[config.mk]
export PLATFORM = sky130hd
export DESIGN_NAME = ones_counter_driver
export DESIGN_NICKNAME = d
export VERILOG_FILES = /design/src/rtl/ones_counter_driver.sv
export SDC_FILE = /design/constraint.sdc
export NUM_CORES = 1
export LEC_CHECK = 0
export BUFFER_PORTS_ARGS = -buffer_cell sky130_fd_sc_hd__buf_4
export CAP_MARGIN = 10
export CORE_AREA = 2 2 81 52
export DETAILED_ROUTE_END_ITERATION = 12
export DIE_AREA = 0 0 83 54
export GPL_TIMING_DRIVEN = 0
export PLACE_DENSITY = 0.82
export SETUP_SLACK_MARGIN = 0.4
export SLEW_MARGIN = 20
export SYNTH_ARGS = -nofsm -noshare
export SYNTH_HDL_FRONTEND = slang
export SYNTH_SLANG_ARGS = --single-unit
[constraint.sdc]
create_clock -name clk -period 3.7 [get_ports clk]
set_input_delay 0.185 -clock clk [delete_from_list [all_inputs] [get_ports clk]]
set_output_delay 0.185 -clock clk [all_outputs]
set_load 0.02 [all_outputs]
[src/rtl/ones_counter_driver.sv]
// ones_counter_driver: queues operands and sequences an attached ones counter, presenting each count downstream
// Ports:
//   clk, reset           clock and asynchronous active-high reset
//   in_valid/in_data     operand offer from upstream, accepted while in_ready
//   cnt_A, cnt_s         operand and start request to the ones counter
//   cnt_done, cnt_result done flag and result from the ones counter
//   out_valid/out_data   captured ones count, consumed while out_ready
//   q_count              number of queued operands
module ones_counter_driver #(
  parameter int N = 8,
  parameter int DEPTH = 4,
  localparam int W = $clog2(N + 1),
  localparam int CW = $clog2(DEPTH + 1),
  localparam int PW = $clog2(DEPTH)
) (
  input  logic          clk,
  input  logic          reset,
  input  logic          in_valid,
  input  logic [N-1:0]  in_data,
  output logic          in_ready,
  output logic [N-1:0]  cnt_A,
  output logic          cnt_s,
  input  logic          cnt_done,
  input  logic [W-1:0]  cnt_result,
  output logic          out_valid,
  output logic [W-1:0]  out_data,
  input  logic          out_ready,
  output logic [CW-1:0] q_count
);
  typedef enum logic [2:0] {IDLE, SETUP, BUSY, RELEASE, PRESENT} state_t;
  state_t r_state;
  logic [N-1:0] r_mem [DEPTH];
  logic [PW-1:0] r_wr, r_rd;
  logic [CW-1:0] r_count;
  logic w_push, w_pop;
  assign in_ready = r_count != CW'(DEPTH);
  assign q_count = r_count;
  assign w_push = in_valid & in_ready;
  // the head is only consumed once the counter has finished with it, keeping cnt_A stable
  assign w_pop = (r_state == BUSY) & cnt_done;
  assign cnt_A = (r_count != '0) ? r_mem[r_rd] : '0;
  always_ff @(posedge clk)
    if (w_push) r_mem[r_wr] <= in_data;
  always_ff @(posedge clk or posedge reset)
    if (reset) begin
      r_wr <= '0;
      r_rd <= '0;
      r_count <= '0;
    end else begin
      if (w_push) r_wr <= r_wr + PW'(1);
      if (w_pop) r_rd <= r_rd + PW'(1);
      r_count <= r_count + CW'(w_push) - CW'(w_pop);
    end
  always_ff @(posedge clk or posedge reset)
    if (reset) begin
      r_state <= IDLE;
      cnt_s <= 1'b0;
      out_valid <= 1'b0;
      out_data <= '0;
    end else begin
      case (r_state)
        IDLE: if (r_count != '0) r_state <= SETUP;
        SETUP: begin
          r_state <= BUSY;
          cnt_s <= 1'b1;
        end
        BUSY: if (cnt_done) begin
          r_state <= RELEASE;
          cnt_s <= 1'b0;
          out_data <= cnt_result;
        end
        RELEASE: if (!cnt_done) begin
          r_state <= PRESENT;
          out_valid <= 1'b1;
        end
        PRESENT: if (out_ready) begin
          r_state <= IDLE;
          out_valid <= 1'b0;
        end
        default: r_state <= IDLE;
      endcase
    end
endmodule

==> results.ini, run 1 <==
[power_and_ir_drop]
cell_internal_pwr_mw = 1.35
combinational_share_of_power_pct = 42.2
vdd_ir_drop_max_v = 0.000495
power_density_mw_per_mm2 = 853
power_switching_share_pct = 34.7
p_leak_nw = 0.979
p_seq_share_pct = 40.3
switchingPower_uw = 720
clockPowerShare_pct = 17.5
finalPower_mw = 2.07

[global_route]
grt_start_max_net_pins = 17
grt_use_met3_pct = 6.29
grt_antenna_before_repair = 0
vias_in_the_first_global_route = 1179
grtUsageMet2_pct = 32.1
gr-usage-all-layers_pct = 18.1
grt_busiest_layer = met2
wire_length_of_the_first_global_routing_pass_um = 5730
globalRouteOverflowTotal = 0
grtUsageMet1_pct = 20.3

[die]
top_level_i_o_count = 35
placement_rows = 18
fp.dieH_um = 54
coreArea_mm2 = 0.00385
initial_utilization_pct = 51.7
die_area_mm2 = 0.00448
die_w_um = 83

[run]
max_cap_violations = 0

[final_layout]
antenna_diodes = 0
area.growth.synth_to_final_pct = 22.1
final_layout_size_suffix_gt1_share_pct = 33.8
finalNetCount = 183

[logic_synthesis]
synth.net_count = 141
synth_top_cell_area_share_pct = 48.3
synth-warning-count = 0
synthesis.instances = 117
distinct_cell_type_count_after_synthesis = 28
avgSynthCellArea_um2 = 17.0
synth-edff-count = 32
ys_seq_area_share_pct = 68.4
synth_top_area_cell = sky130_fd_sc_hd__edfxtp_1
synthArstFlopShare_pct = 33.3
ys.flop_type = sky130_fd_sc_hd__edfxtp_1
yosys-top-cells-count = 32 x sky130_fd_sc_hd__edfxtp_1, 16 x sky130_fd_sc_hd__dfrtp_1, 10 x sky130_fd_sc_hd__nor2b_1
most_common_cell_in_the_netlist = sky130_fd_sc_hd__edfxtp_1
ys_seq_elements = 48
synth.cell_area_mm2 = 0.00199
netlist_top_cells_area = sky130_fd_sc_hd__edfxtp_1 48%, sky130_fd_sc_hd__dfrtp_1 20%, sky130_fd_sc_hd__mux4_2 9.1%, sky130_fd_sc_hd__ha_1 3.8%, sky130_fd_sc_hd__nor2b_1 3.1%

[worst_setup_path]
worst-endpoint-required_ns = 3.92
timing.critical_path.buf_inv = 2
max_fanout_on_critical_path = 6
timing.critical_path.arrival_ns = 2.48
setup.worst_path.class = flip-flop to flip-flop
timing.critical_path.slowest_stage_cell = sky130_fd_sc_hd__dfrtp_1
cell_class_contributing_the_biggest_share_of_worst_path_delay = adder cells
setup.worst_path.start_class = flip-flop
max_incr_delay_on_cp_ns = 0.43
setup.worst_path.end_class = flip-flop
crit_chain = or3b_1 -> buf_2 -> nand2_4 -> ha_1 -> inv_1 -> ha_1 -> fa_1 -> xnor2_1 -> xnor2_1

[cts]
cts_sinks = 48
worstSkewPairLatency_ns = 0.30
cts-root-to-sink-buffers = 2
cts_buffers = 5
clock_tree.htree_level_count = 2
cts_tree = yes
cts_resized = 0
cts_post_setup_buffers_inserted = 0
clkTransAtPathRegs_ns = 0.08
cts_hold_repair.buffers = 1
clockRootBuffer = sky130_fd_sc_hd__clkbuf_8

[hold_path]
worstHoldPathType = input pin to flip-flop

[timing]
actual_slew_at_the_worst_max_slew_pin_ns = 0.649
timing.max_slew.rel_slack_pct = 56.5
rsz0062_at_grt = false
worst_clock_skew_ns = 0.00593
report.final.hold_viol_count = 0
final.period_utilization_pct = 61.1
timing.final.crit_period_ns = 2.26
max_freq_mhz = 442
setup_tns_ns = 0
finalMaxSlewViolations = 0
setup_viol_count_final = 0

[placed_design]
post-dp-hpwl_um = 2560
port-buffer-count = 34
gp_congestion = 0.667

[routing]
remaining_drc_errors = 0
routed-via-count = 1141
initialDrtViolationCount = 87
drt_wl_total_um = 3630
routed_length_per_instance_um = 17.3
antenna_violating_nets_post_route = 0
count_of_tritonroute_iterations_in_the_first_routing_pass = 4
via_per_inst = 5.43

[run_status]
run_status = finished clean

-- worst register-to-register path: cells and delay by family (launching register included) --
| kind | cells | cell delay, ns |
|---|---|---|
| adders and majority gates | 3 | 0.70 |
| and+or+nand+nor | 2 | 0.49 |
| DFF | 1 | 0.43 |
| xor gates and xnor gates | 2 | 0.36 |
| buffers and inverters | 2 | 0.21 |
-- placed cells by master, fill, tap and decap left out, drive strengths merged, types with 4 or more instances in the layout --
cell / netlist / routed
and3: 4 / 4
buf: 3 / 37
clkbuf: 1 / 7
dfrtp: 16 / 16
edfxtp: 32 / 32
ha: 6 / 6
inv: 7 / 7
mux2: 5 / 5
mux4: 8 / 8
nand2: 5 / 5
nor2b: 10 / 10
xnor2: 4 / 4
-- power groups by stage --
stage	clock network, mW	logic [mW]	registers (mW)
after floorplan	0	0.522	0.875
after global placement	0	0.846	0.826
after detailed placement	0	0.888	0.846
after CTS	0.372	0.891	0.836
after global routing	0.390	0.954	0.855
final	0.364	0.874	0.835
-- cell families (layout without fill, tap and decap cells) --
kind of cell	count (synthesis)	count (layout)	synth area share (%)
DFF	48	48	68.4
and+or+nand+nor	26	26	7.99
muxes	13	13	11.9
buffers and inverters	11	54	2.26
adders and majority gates	7	7	4.78
AOI/OAI and AO/OA	7	7	2.45
xor gates and xnor gates	5	5	2.20
-- per-stage QoR --
step                util, %  std cells  hold slack [ns]  setup slack, ns  instance area [µm²]
floorplan                 -        117           0.0987             1.51                 1990
global placement       59.9        201            0.278             1.58                 2310
detailed placement     60.0        201            0.286             1.44                 2310
CTS                    63.1        210           0.0707             1.42                 2430
global route           63.1        210           0.0718             1.32                 2430
finish                 63.1        210           0.0799             1.44                 2430
-- area by class of cell --
cell class / instances / area, µm²
plain buffers: 4 / 18.8
clock buffers: 6 / 72.6
clock inverters: 2 / 35.0
fillers: 268 / 1420
inverters: 7 / 26.3
multi-input cells: 58 / 588
flip-flops and latches: 48 / 1360
well taps: 50 / 62.6
repair buffers: 35 / 265
-- sequential cells by signal (all words and copies together) (netlist names) --
signal and cells:
r_state 3, q_count 3, out_valid 1, out_data 4
r_rd 2, r_wr 2, r_mem 32, cnt_s 1
-- final timing paths --
check,from,to,slack [ns],depth (start not counted)
worst max-delay path,q_count[0]$_DFF_PP0_,q_count[2]$_DFF_PP0_,1.44,9
worst min-delay path,in_data[1],r_mem[1][1]$_DFFE_PP_,0.08,1
worst max register to register,q_count[0]$_DFF_PP0_,q_count[2]$_DFF_PP0_,1.44,9
worst min register to register,out_data[2]$_DFFE_PP0P_,out_data[2]$_DFFE_PP0P_,0.50,1
max in group asynchronous,reset,out_data[0]$_DFFE_PP0P_,2.82,3
min in group asynchronous,reset,q_count[2]$_DFF_PP0_,0.50,3
-- metal layers --
layer | up-vias | routed length, µm | share of wire, %
li1 | 509 | - | -
met1 | 586 | 1430 | 39
met2 | 37 | 1930 | 53
met3 | 9 | 178 | 4.9
met4 | 0 | 90 | 2.5
met5 | - | 0 | 0
Note: power is estimated with default switching activity, not from simulation.
==> run 2: changes to the inputs <==
Settings changed: CORE_AREA 2 2 81 52 to 2 2 82 53, DIE_AREA 0 0 83 54 to 0 0 84 55, PLACE_DENSITY 0.82 to 0.8.
Clock period 3.7 ns to 2.2 ns, I/O delays scaled along.
==> run 2 against run 1 <==
Against the previous run: clock skew about the same; global-route usage down 0.82 points; first-iteration DRC count down 14%; sequential share of layout area down 2.4 points; routed wire length up 0.63%; critical endpoint unchanged; largest power group unchanged.
==> results.ini, run 2 (synthesized netlist as in run 1, its figures left out) <==
[die]
die_area_mm2 = 0.00462
initial_utilization_pct = 51.1
die_w_um = 84
top_level_i_o_count = 35
coreArea_mm2 = 0.00390
placement_rows = 18
fp.dieH_um = 55

[routing]
remaining_drc_errors = 0
via_per_inst = 5.25
initialDrtViolationCount = 75
antenna_violating_nets_post_route = 0
count_of_tritonroute_iterations_in_the_first_routing_pass = 4
routed_length_per_instance_um = 16.7
drt_wl_total_um = 3650
routed-via-count = 1149

[hold_path]
worstHoldPathType = input pin to flip-flop

[timing]
report.final.hold_viol_count = 0
setup_viol_count_final = 0
actual_slew_at_the_worst_max_slew_pin_ns = 0.634
finalMaxSlewViolations = 0
rsz0062_at_grt = true
setup_tns_ns = 0
worst_clock_skew_ns = 0.00608
timing.final.crit_period_ns = 2.05
final.period_utilization_pct = 93.1
max_freq_mhz = 488
timing.max_slew.rel_slack_pct = 57.7

[final_layout]
multi_input_comb_area_um2 = 636
antenna_diodes = 0
num-fill-cells = 268
area.sequential_mm2 = 0.00137
final_cells = 219
area.growth.synth_to_final_pct = 28.0
layout.cells.most_common = sky130_fd_sc_hd__buf_4
finalNetCount = 192
biggestRegsByFlops = r_mem (32), out_data (4)
max_flop_register = r_mem
most-common-layout-cells = 42 x sky130_fd_sc_hd__buf_4, 32 x sky130_fd_sc_hd__edfxtp_1, 13 x sky130_fd_sc_hd__dfrtp_1
final_layout_size_suffix_gt1_share_pct = 40.8
number_of_flip_flops_in_the_largest_register = 32

[cts]
cts-root-to-sink-buffers = 2
cts_sinks = 48
clock_tree.htree_level_count = 2
clkTransAtPathRegs_ns = 0.08
cts_buffers = 5
clockRootBuffer = sky130_fd_sc_hd__clkbuf_8
worstSkewPairLatency_ns = 0.30
cts_tree = yes

[worst_setup_path]
timing.critical_path.arrival_ns = 2.26
max_incr_delay_on_cp_ns = 0.41
cpMostUsedCell = sky130_fd_sc_hd__ha_4
setup.worst_path.class = flip-flop to flip-flop
crit_chain = or3b_1 -> buf_6 -> nand2_4 -> ha_4 -> inv_2 -> ha_4 -> fa_2 -> xnor2_2 -> xnor2_1
timing.critical_path.slowest_stage_cell = sky130_fd_sc_hd__dfrtp_2
setup.worst_path.end_class = flip-flop
setup.worst_path.start_class = flip-flop
max_fanout_on_critical_path = 2
worst-endpoint-required_ns = 2.41

[placed_design]
placed_cells = 201
port-buffer-count = 34
gp_congestion = 0.720
post-dp-hpwl_um = 2560

[global_route]
vias_in_the_first_global_route = 1199
wire_length_of_the_first_global_routing_pass_um = 5690
grt_antenna_before_repair = 0
gr-usage-all-layers_pct = 17.3
globalRouteOverflowTotal = 0
grt_start_max_net_pins = 17

[power_and_ir_drop]
power_switching_share_pct = 35.4
combinational_share_of_power_pct = 47.3
p_leak_nw = 1.02
switchingPower_mw = 1.27
clockPowerShare_pct = 13.7
vdd_ir_drop_max_v = 0.000670
p_seq_share_pct = 39.0
power_density_mw_per_mm2 = 1410
cell_internal_pwr_mw = 2.31

[run]
max_cap_violations = 0

[run_status]
run_status = finished clean

run 2: cell count changes in the layout (fill, tap and decap cells not counted), moves of 2 or more:
cell	before	now
sky130_fd_sc_hd__ha_1	6	4
sky130_fd_sc_hd__dlygate4sd3_1	1	3
sky130_fd_sc_hd__ha_4	0	2
sky130_fd_sc_hd__buf_2	3	0
sky130_fd_sc_hd__dfrtp_2	0	3
sky130_fd_sc_hd__dfrtp_1	16	13
sky130_fd_sc_hd__buf_4	34	42
run 2: layout make-up:
cell class                 instances  area share, %
multi-input combinational         58           25.0
clock inverter                     1          0.147
buffer                             4           1.52
timing repair buffer              44           13.3
inverter                           7           1.03
tap                               50           2.46
clock buffer                       7           3.00
sequential                        48           53.6
run 2: through the flow:
| step | hold WS [ns] | total power, mW | util [%] | instance area [µm²] | setup slack (ns) |
|---|---|---|---|---|---|
| final | 0.00949 | 3.58 | 65.4 | 2550 | 0.151 |
| after global routing | 0.0000867 | 3.81 | 65.4 | 2550 | 0.0514 |
| after CTS | 0.00113 | 3.61 | 64.7 | 2520 | 0.0915 |
| after detailed placement | 0.224 | 2.97 | 60.3 | 2350 | 0.0614 |
| after global placement | 0.202 | 2.86 | 60.2 | 2340 | 0.160 |
| after floorplan | 0.0235 | 2.40 | - | 2030 | 0.130 |
run 2: path summary, 6_finish.rpt:
kind                       slack [ns]               startpoint                       to  cells past startpoint
setup / recovery                 0.15     q_count[1]$_DFF_PP0_     q_count[2]$_DFF_PP0_                      9
hold / removal                  0.009               in_data[3]    r_mem[2][3]$_DFFE_PP_                      1
hold reg to reg                  0.49  out_data[1]$_DFFE_PP0P_  out_data[1]$_DFFE_PP0P_                      1
max in group asynchronous        1.26                    reset     q_count[2]$_DFF_PP0_                      3
min in group asynchronous        0.49                    reset  out_data[2]$_DFFE_PP0P_                      3
setup reg to reg                 0.15     q_count[1]$_DFF_PP0_     q_count[2]$_DFF_PP0_                      9
run 2: metal layers:
| metal | vias up | part of all wire, % | GRT usage [%] |
|---|---|---|---|
| met5 | - | 0 | 0 |
| met4 | 0 | 0.19 | 5.11 |
| met3 | 2 | 3.8 | 5.64 |
| met2 | 23 | 53 | 30.7 |
| met1 | 594 | 43 | 21.1 |
| li1 | 530 | - | - |
run 2: what timing repair did:
item                                    CTS  global route
endpoints found under the setup margin   10            10
pin swaps                                 6             4
gates resized for setup                   7             1
buffers inserted                          7             0
hold buffers                              1             2
hold endpoints to repair                 16             4
run 2: power by group through the flow:
stage	clock [mW]	sequential (mW)	combinational, mW
2_1_floorplan	0	1.48	0.917
3_3_place_gp	0	1.40	1.45
3_5_place_dp	0	1.44	1.54
4_1_cts	0.496	1.39	1.72
5_1_grt	0.537	1.43	1.85
6_report	0.491	1.40	1.70
run 2: worst max-delay path: cells and delay by family (launching register included):
kind,cells,cell delay [ns]
adders and majority gates,3,0.60
DFF,1,0.41
xor gates and xnor gates,2,0.31
buffers and inverters,2,0.18
and+or+nand+nor,2,0.45
